## src/rtl/imem_ctrl_pkg.sv

```systemverilog
// rtl/imem_ctrl_pkg.sv - shared types and default widths for the imem load/fetch controller
package imem_ctrl_pkg;

   localparam int N_DEF      = 20;
   localparam int ADDR_W_DEF = 32;
   localparam int DATA_W_DEF = 16;
   localparam logic [31:0] START_ADDR_DEF = 32'd0;

   typedef enum logic [1:0] {
      ST_IDLE  = 2'd0,
      ST_LOAD  = 2'd1,
      ST_RUN   = 2'd2,
      ST_FAULT = 2'd3
   } state_t;

endpackage

```

## src/rtl/imem_load_fetch_ctrl_fetch_pc_unit.sv

```systemverilog
// rtl/imem_load_fetch_ctrl_fetch_pc_unit.sv - pc register with redirect/stall/increment priority and bound check
module fetch_pc_unit
   import imem_ctrl_pkg::*;
#(
   parameter int N = N_DEF,
   parameter int ADDR_W = ADDR_W_DEF,
   parameter logic [ADDR_W-1:0] START_ADDR = ADDR_W'(START_ADDR_DEF)
) (
   input  logic              clk,
   input  logic              rst,
   input  logic              active,
   input  logic              upd_en,
   input  logic              pc_init,
   input  logic              stall,
   input  logic              redirect,
   input  logic [ADDR_W-1:0] redirect_addr,
   input  logic [N:0]        prog_len,
   output logic [ADDR_W-1:0] pc,
   output logic              fetch_valid,
   output logic              redir_fault
);

   logic [ADDR_W-1:0] len_ext;
   logic              in_bound;

   assign len_ext     = {{(ADDR_W-N-1){1'b0}}, prog_len};
   assign in_bound    = (pc < len_ext);
   assign fetch_valid = active & in_bound;
   assign redir_fault = upd_en & redirect & (redirect_addr >= len_ext);

   // Once pc reaches prog_len the increment stops, so pc parks there (DONE).
   always_ff @(posedge clk or negedge rst) begin
      if (!rst) begin
         pc <= START_ADDR;
      end else if (pc_init) begin
         pc <= START_ADDR;
      end else if (upd_en) begin
         if (redirect)
            pc <= redirect_addr;
         else if (!stall && in_bound)
            pc <= pc + 1'b1;
      end
   end

endmodule

```

## src/rtl/imem_load_fetch_ctrl.sv

```systemverilog
// rtl/imem_load_fetch_ctrl.sv - program load then instruction fetch sequencing for the 16-bit imem
module imem_load_fetch_ctrl
   import imem_ctrl_pkg::*;
#(
   parameter int N = N_DEF,
   parameter int ADDR_W = ADDR_W_DEF,
   parameter int DATA_W = DATA_W_DEF,
   parameter logic [ADDR_W-1:0] START_ADDR = ADDR_W'(START_ADDR_DEF)
) (
   input  logic              clk,
   input  logic              rst,
   input  logic              start,
   input  logic              ld_valid,
   input  logic [DATA_W-1:0] ld_data,
   input  logic              ld_last,
   output logic              ld_ready,
   output logic              mem_we,
   output logic [ADDR_W-1:0] mem_waddr,
   output logic [DATA_W-1:0] mem_wdata,
   output logic [ADDR_W-1:0] mem_raddr,
   input  logic              stall,
   input  logic              redirect,
   input  logic [ADDR_W-1:0] redirect_addr,
   output logic [ADDR_W-1:0] pc,
   output logic              fetch_valid,
   output logic [N:0]        prog_len,
   output logic [1:0]        state_o,
   output logic              err
);

   state_t     state;
   logic [N-1:0] wr_ptr;
   logic       accept;
   logic       in_run;
   logic       run_upd;
   logic       pc_init;
   logic       redir_fault;

   assign ld_ready  = (state == ST_LOAD);
   assign accept    = ld_valid & ld_ready;
   assign mem_we    = accept;
   assign mem_waddr = {{(ADDR_W-N){1'b0}}, wr_ptr};
   assign mem_wdata = ld_data;
   assign mem_raddr = pc;
   assign state_o   = state;

   assign in_run  = (state == ST_RUN);
   // start outranks redirect, so a reload request freezes the pc path.
   assign run_upd = in_run & ~start;
   assign pc_init = accept & ld_last;

   fetch_pc_unit #(
      .N          (N),
      .ADDR_W     (ADDR_W),
      .START_ADDR (START_ADDR)
   ) u_pc (
      .clk           (clk),
      .rst           (rst),
      .active        (in_run),
      .upd_en        (run_upd),
      .pc_init       (pc_init),
      .stall         (stall),
      .redirect      (redirect),
      .redirect_addr (redirect_addr),
      .prog_len      (prog_len),
      .pc            (pc),
      .fetch_valid   (fetch_valid),
      .redir_fault   (redir_fault)
   );

   always_ff @(posedge clk or negedge rst) begin
      if (!rst) begin
         state    <= ST_IDLE;
         wr_ptr   <= '0;
         prog_len <= '0;
         err      <= 1'b0;
      end else begin
         case (state)
            ST_IDLE: begin
               if (start) begin
                  state    <= ST_LOAD;
                  wr_ptr   <= '0;
                  prog_len <= '0;
               end
            end
            ST_LOAD: begin
               if (accept) begin
                  wr_ptr <= wr_ptr + 1'b1;
                  if (ld_last) begin
                     state    <= ST_RUN;
                     prog_len <= {1'b0, wr_ptr} + (N+1)'(1);
                  end else if (&wr_ptr) begin
                     // Final slot filled with no terminator: memory overflow.
                     state    <= ST_FAULT;
                     err      <= 1'b1;
                     prog_len <= (N+1)'(1) << N;
                  end
               end
            end
            ST_RUN: begin
               if (start) begin
                  state    <= ST_LOAD;
                  wr_ptr   <= '0;
                  prog_len <= '0;
               end else if (redir_fault) begin
                  state <= ST_FAULT;
                  err   <= 1'b1;
               end
            end
            ST_FAULT: begin
               if (start) begin
                  state    <= ST_LOAD;
                  wr_ptr   <= '0;
                  prog_len <= '0;
                  err      <= 1'b0;
               end
            end
            default: state <= ST_IDLE;
         endcase
      end
   end

endmodule

```

## config.mk

```make
export PLATFORM = sky130hd
export DESIGN_NAME = imem_load_fetch_ctrl
export DESIGN_NICKNAME = d
export VERILOG_FILES = /design/src/rtl/imem_ctrl_pkg.sv /design/src/rtl/imem_load_fetch_ctrl_fetch_pc_unit.sv /design/src/rtl/imem_load_fetch_ctrl.sv
export SDC_FILE = /design/constraint.sdc
export NUM_CORES = 1
export LEC_CHECK = 0
export CAP_MARGIN = 20
export CORE_ASPECT_RATIO = 0.5
export CORE_MARGIN = 8
export CORE_UTILIZATION = 45
export DETAILED_ROUTE_END_ITERATION = 12
export PLACE_DENSITY_LB_ADDON = 0.08
export SETUP_SLACK_MARGIN = 0.15
export SLEW_MARGIN = 15
export SYNTH_ARGS = -nofsm -noshare
export SYNTH_HDL_FRONTEND = slang
export SYNTH_SLANG_ARGS = --single-unit
```

## constraint.sdc

```tcl
create_clock -name clk -period 3.5 [get_ports clk]
set_input_delay 0.7 -clock clk [delete_from_list [all_inputs] [get_ports clk]]
set_output_delay 0.7 -clock clk [all_outputs]
set_load 0.005 [all_outputs]
```

* Word-level counts from Yosys, hierarchy flattened
Index checks and enable logic that the tools add are counted.
** Storage, ports and cells
- Bits of input ports :: 55
- Register bits :: 76
- Output and inout bits :: 139
- Bits in latches :: 0
- Bits in writable memories :: 0
- Memories :: 0
- Bits in read-only memories :: 0
- Word-level logic and storage cells :: 70
** Cells by class
- Shift-type cells :: 0
- $add $sub $neg :: 3
- Mux-type cells :: 26
- Eq/ne operators :: 13
- Bitwise gates (word level) :: 7
- Multipliers :: 0
- Reductions and logical operators :: 14
- $lt $le $gt $ge :: 2
- Divide/modulo/power cells :: 0
** Operators with widths (count)
- two-way mux 32 bit :: 4
- two-way mux 21 bit :: 4
- case mux 21 bit (2 select lines) :: 1
- two-way mux 20 bit :: 2
- case mux 20 bit (2 select lines) :: 1
- adder 32 x 1 -> 32 bit (second input constant) :: 1
- greater-or-equal comparator 32 x 21 -> 1 bit :: 1
- less-than comparator 32 x 21 -> 1 bit :: 1
- adder 20 x 1 -> 21 bit (second input constant) :: 1
- adder 20 x 1 -> 20 bit (second input constant) :: 1
- AND reduction 20 bit :: 1
- two-way mux 2 bit :: 6
- inequality test 2 x 1 -> 1 bit (second input constant) :: 5
- AND reduction 7 bit :: 1
- bitwise AND 1 bit :: 6
- two-way mux 1 bit :: 6
- inequality test 2 bit (second input constant) :: 3
- inequality test 3 x 2 -> 1 bit (second input constant) :: 2
- case mux 2 bit (3 select lines) :: 1
- nonzero test 3 bit :: 2
- == test 2 bit (second input constant) :: 2
- AND reduction 2 bit :: 2
- AND reduction 4 bit :: 1
- case mux 1 bit (3 select lines) :: 1
- 9 further kinds :: 9

* Logic depth before layout (Yosys ltp)
- Depth in word-level cells :: 7
- Gate-level depth with buffers :: 10
- Gate-level depth less buffers :: 9

* By module
A second synthesis with hierarchy kept.
** Second synthesis, totals
- Cells, all modules :: 650
- Area total of the unflattened synthesis :: 5813.1 um^2
** By module, submodules not included
- imem_load_fetch_ctrl :: instances 1, cells an instance 313, seq. area each 1101.1 um^2, area an instance 2979.1 um^2
- fetch_pc_unit :: instances 1, cells an instance 337, seq. area each 800.8 um^2, area an instance 2834.0 um^2

* Worst setup path after synthesis
Ideal clock, no wire load.
- Kind :: register to output
- Start :: reg u_pc.pc[15]
- End :: out fetch_valid
- Path buffers :: 0
- Cell stages (with the launch flop) :: 7
- Setup slack :: 0.705 ns
- Arrival time :: 2.095 ns
- Data required time :: 2.800 ns
- Cells stage by stage :: dfrtp_1 > ha_1 > nand2_1 > nor4_2 > or4b_4 > and3_1 > o31a_1
** Between the ends
- Word-level cells in the longest chain between the ends :: 2
** Ends and longest elaborated chain
- start: declaration :: line imem_load_fetch_ctrl_fetch_pc_unit.sv:18 : output logic [ADDR_W-1:0] pc,
- start signal: assignment :: line imem_load_fetch_ctrl_fetch_pc_unit.sv:39 : pc <= redirect_addr;
- start signal: assignment :: line imem_load_fetch_ctrl_fetch_pc_unit.sv:41 : pc <= pc + 1'b1;
- less-than comparator 32 x 21 -> 1 bit :: line imem_load_fetch_ctrl_fetch_pc_unit.sv:27 : assign in_bound = (pc < len_ext);
- bitwise AND 1 bit :: line imem_load_fetch_ctrl_fetch_pc_unit.sv:28 : assign fetch_valid = active & in_bound;
- end: declaration :: line imem_load_fetch_ctrl.sv:25 : output logic fetch_valid,
Every way passes these cells.

* Final worst setup path
- Start :: reg u_pc.pc[8]
- End :: out fetch_valid
The elaborated chain is that of the path after synthesis.

==> results by group <==
Die
  • Initial Utilization: 46.0%
  • DIE HEIGHT: 96.5 um
  • Core Rows: 29
  • Top Ports: 194
  • Die Wd: 177 um
  • Total core area: 0.0127 mm2
  • Die outline area: 0.0171 mm2

STA
  • Setup violators final: 0
  • Final period utilization: 91.4%
  • Post-route setup TNS: 0 ps
  • Slew margin rel.: 37.5%
  • Fmax: 313 MHz
  • Final hold vios: 0
  • Minimum clock period: 3200 ps
  • Final worst slack: 301 ps
  • RSZ-0062 raised after global routing: false
  • Worst Skew: 6.25 ps
  • Max Slew Vio Count: 0
  • Worst-Margin Slew: 934 ps

Global route
  • GRT busiest layer: met2
  • M3 GR Usage: 6.87%
  • Met2 usage: 34.1%
  • Met1 Usage GRT: 31.5%
  • Gr usage total: 22.8%
  • Largest net degree at the start of global routing: 66
  • GRT overflow: 0
  • Wire length of the first global-routing pass: 30300 um
  • Vias in the first global route: 5347
  • Initial antenna violation count: 0

Power
  • Static Leak: 3.19 nW
  • Clock Power Share: 18.2%
  • Peak supply drop: 303 uV
  • Sw frac: 39.6%
  • Internal power: 0.00289 W
  • Comb power frac: 53.8%
  • Sequential Power Share: 28.0%
  • P_sw: 0.00190 W
  • Final Power: 0.00478 W
  • Power per cell area: 629 mW/mm2

Setup path
  • Crit start category: flop
  • R2r setup slk: 480 ps
  • CP required: 2800 ps
  • CP top delay family: simple AND/OR/NAND/NOR gates
  • Crit path buffers/inverters: 1
  • Crit end category: output pin
  • Critical Path, Cell by Cell: ha_1 > nand2_2 > nor4_4 > or4b_4 > and3_4 > o31a_1 > clkbuf_2
  • Reg-to-Reg End: u_pc.pc[14]$_DFFE_PN0P_
  • Crit path largest cell delay: 500 ps
  • WS Path Type: reg2out
  • Crit-path max FO: 2
  • CP Data Arrival Time: 2500 ps
  • CP startpoint: u_pc.pc[8]$_DFFE_PN0P_
  • Crit-path slowest cell: or4b_4
  • Worst Reg2Reg Path Length in Cells: 8
  • Reg-to-reg critical path startpoint: prog_len[1]$_DFFE_PN0P_

Status
  • Status: finished clean

Drt
  • Drt pass-1 iters: 5
  • Routed via count: 5633
  • Iteration-0 DRC Markers: 508
  • Post-DRT Antenna Nets: 0
  • DRC: 0
  • Wire per inst: 20.8 um
  • DRT Wirelength: 20100 um
  • Vias/cell: 5.82

Yosys
  • Distinct cells, synth: 61
  • Top cell type's share of synthesized area: 32.6%
  • Most instantiated cells after synthesis: dfrtp_1 (76), buf_4 (61), nand2_1 (55)
  • Most common cell in the netlist: dfrtp_1
  • Sequential share of the synthesized area: 32.6%
  • Cell area after synthesis: 0.00583 mm2
  • Number of enable flip-flop cells after synthesis: 0
  • Flop and latch count out of synthesis: 76
  • Post-Syn Instances: 675
  • Top_reg_cell synth: dfrtp_1
  • Synth async-reset ratio: 100%
  • Synth area leader: dfrtp_1
  • Cells taking the most area after synthesis: dfrtp_1 (33%), ha_1 (10%), buf_4 (7.9%)
  • Syn Area/Cell: 8.63 um2
  • Ys Warns: 0

Min path
  • Hold crit path type: in2async

Layout
  • Share of cells above drive strength 1: 9.52%
  • Fill cells: 1126
  • Fin nets: 896
  • Number of diodes: 0
  • Area grow syn2layout: 30.4%

Placed design
  • Post-DP HPWL: 15300 um
  • RD Place Congestion: 0.922
  • Pre-CTS WS: 167 ps
  • Buffers on Ports: 149

Clocking
  • Max clock buf depth: 2
  • CTS clk-pin slew, worst paths: 60 ps
  • Htree depth: 3
  • CTS tree: done
  • Root Buffer: clkbuf_16
  • Total CTS buffers: 9
  • TritonCTS Sinks: 76
  • Skew-Pair Late Insertion Delay: 340 ps

Job
  • MaxCap Viol Count: 0
==> state kept, by name (all words and copies together) (netlist names) <==
| register | flops |
|---|---|
| u_pc.pc | 32 |
| state_o | 2 |
| prog_len | 21 |
| wr_ptr | 20 |
| err | 1 |
==> worst max-delay path by stage <==
stage	cells past startpoint	to
2_1_floorplan	6	fetch_valid
3_3_place_gp	8	fetch_valid
3_5_place_dp	8	fetch_valid
4_1_cts	7	fetch_valid
5_1_grt	8	fetch_valid
6_report	7	fetch_valid
==> repair_timing <==
| action | CTS | global route |
|---|---|---|
| setup buffers | 9 | 3 |
| gates resized for setup | 6 | 7 |
| pin swaps | 1 | 1 |
| hold buffers | 0 | 0 |
| endpoints found under the setup margin | 1 | 1 |
==> power groups by stage <==
stage | combinational [W] | sequential [W] | clock (W)
floorplan | 0.00126 | 0.00138 | 0
global placement | 0.00244 | 0.00134 | 0
detailed placement | 0.00246 | 0.00135 | 0
CTS | 0.00253 | 0.00133 | 0.000883
global route | 0.00280 | 0.00137 | 0.000922
finish | 0.00257 | 0.00134 | 0.000873
==> metrics by stage <==
step | utilization, % | instances | cell area (um2) | hold slack (ps)
2_1_floorplan | - | 686 | 5870 | 404
3_3_place_gp | 56.9 | 941 | 7200 | 495
3_5_place_dp | 56.9 | 941 | 7200 | 508
4_1_cts | 59.7 | 965 | 7560 | 340
5_1_grt | 60.0 | 968 | 7600 | 365
6_report | 60.0 | 968 | 7600 | 332
==> area by class of cell <==
| class | count | area, um2 | area share [%] |
|---|---|---|---|
| clock buffer | 11 | 243 | 3.19 |
| clock inverter | 4 | 26.3 | 0.346 |
| inverter | 30 | 113 | 1.48 |
| multi-input combinational | 487 | 3320 | 43.6 |
| sequential | 76 | 1900 | 25.1 |
| tap | 170 | 213 | 2.80 |
| timing repair buffer | 190 | 1790 | 23.5 |
==> logic make-up after synthesis <==
| group | after synthesis | share of synthesized area [%] |
|---|---|---|
| flip-flops | 76 | 32.6 |
| AO/OA/AOI/OAI | 186 | 22.2 |
| buffers and inverters | 123 | 11.9 |
| AND/OR/NAND/NOR | 208 | 17.7 |
| multiplexers | 11 | 1.91 |
| other | 1 | 0.0643 |
| adder cells (fa/ha/maj) | 47 | 10.1 |
| XOR/XNOR | 23 | 3.46 |
==> placed cells by master, fill, tap and decap left out, drive strengths merged, types with 12 or more instances in the layout <==
| cell | count |
|---|---|
| o31ai | 21 |
| ha | 47 |
| clkbuf | 12 |
| a22o | 17 |
| and3 | 13 |
| xor2 | 13 |
| o21ai | 37 |
| nand2 | 55 |
| a21oi | 38 |
| dfrtp | 76 |
| conb | 12 |
| nor2 | 45 |
| inv | 29 |
| buf | 43 |
| nand3 | 28 |
| clkdlybuf4s50 | 146 |
| nand4 | 20 |
==> layer usage <==
layer	part of all wire [%]	vias to the layer above	routed length [um]
met1	47	2692	9510
met5	0	-	0
li1	-	2658	-
met4	1.8	0	356
met2	41	256	8330
met3	9.5	27	1900
No activity file was read; power rests on OpenSTA's default activity.
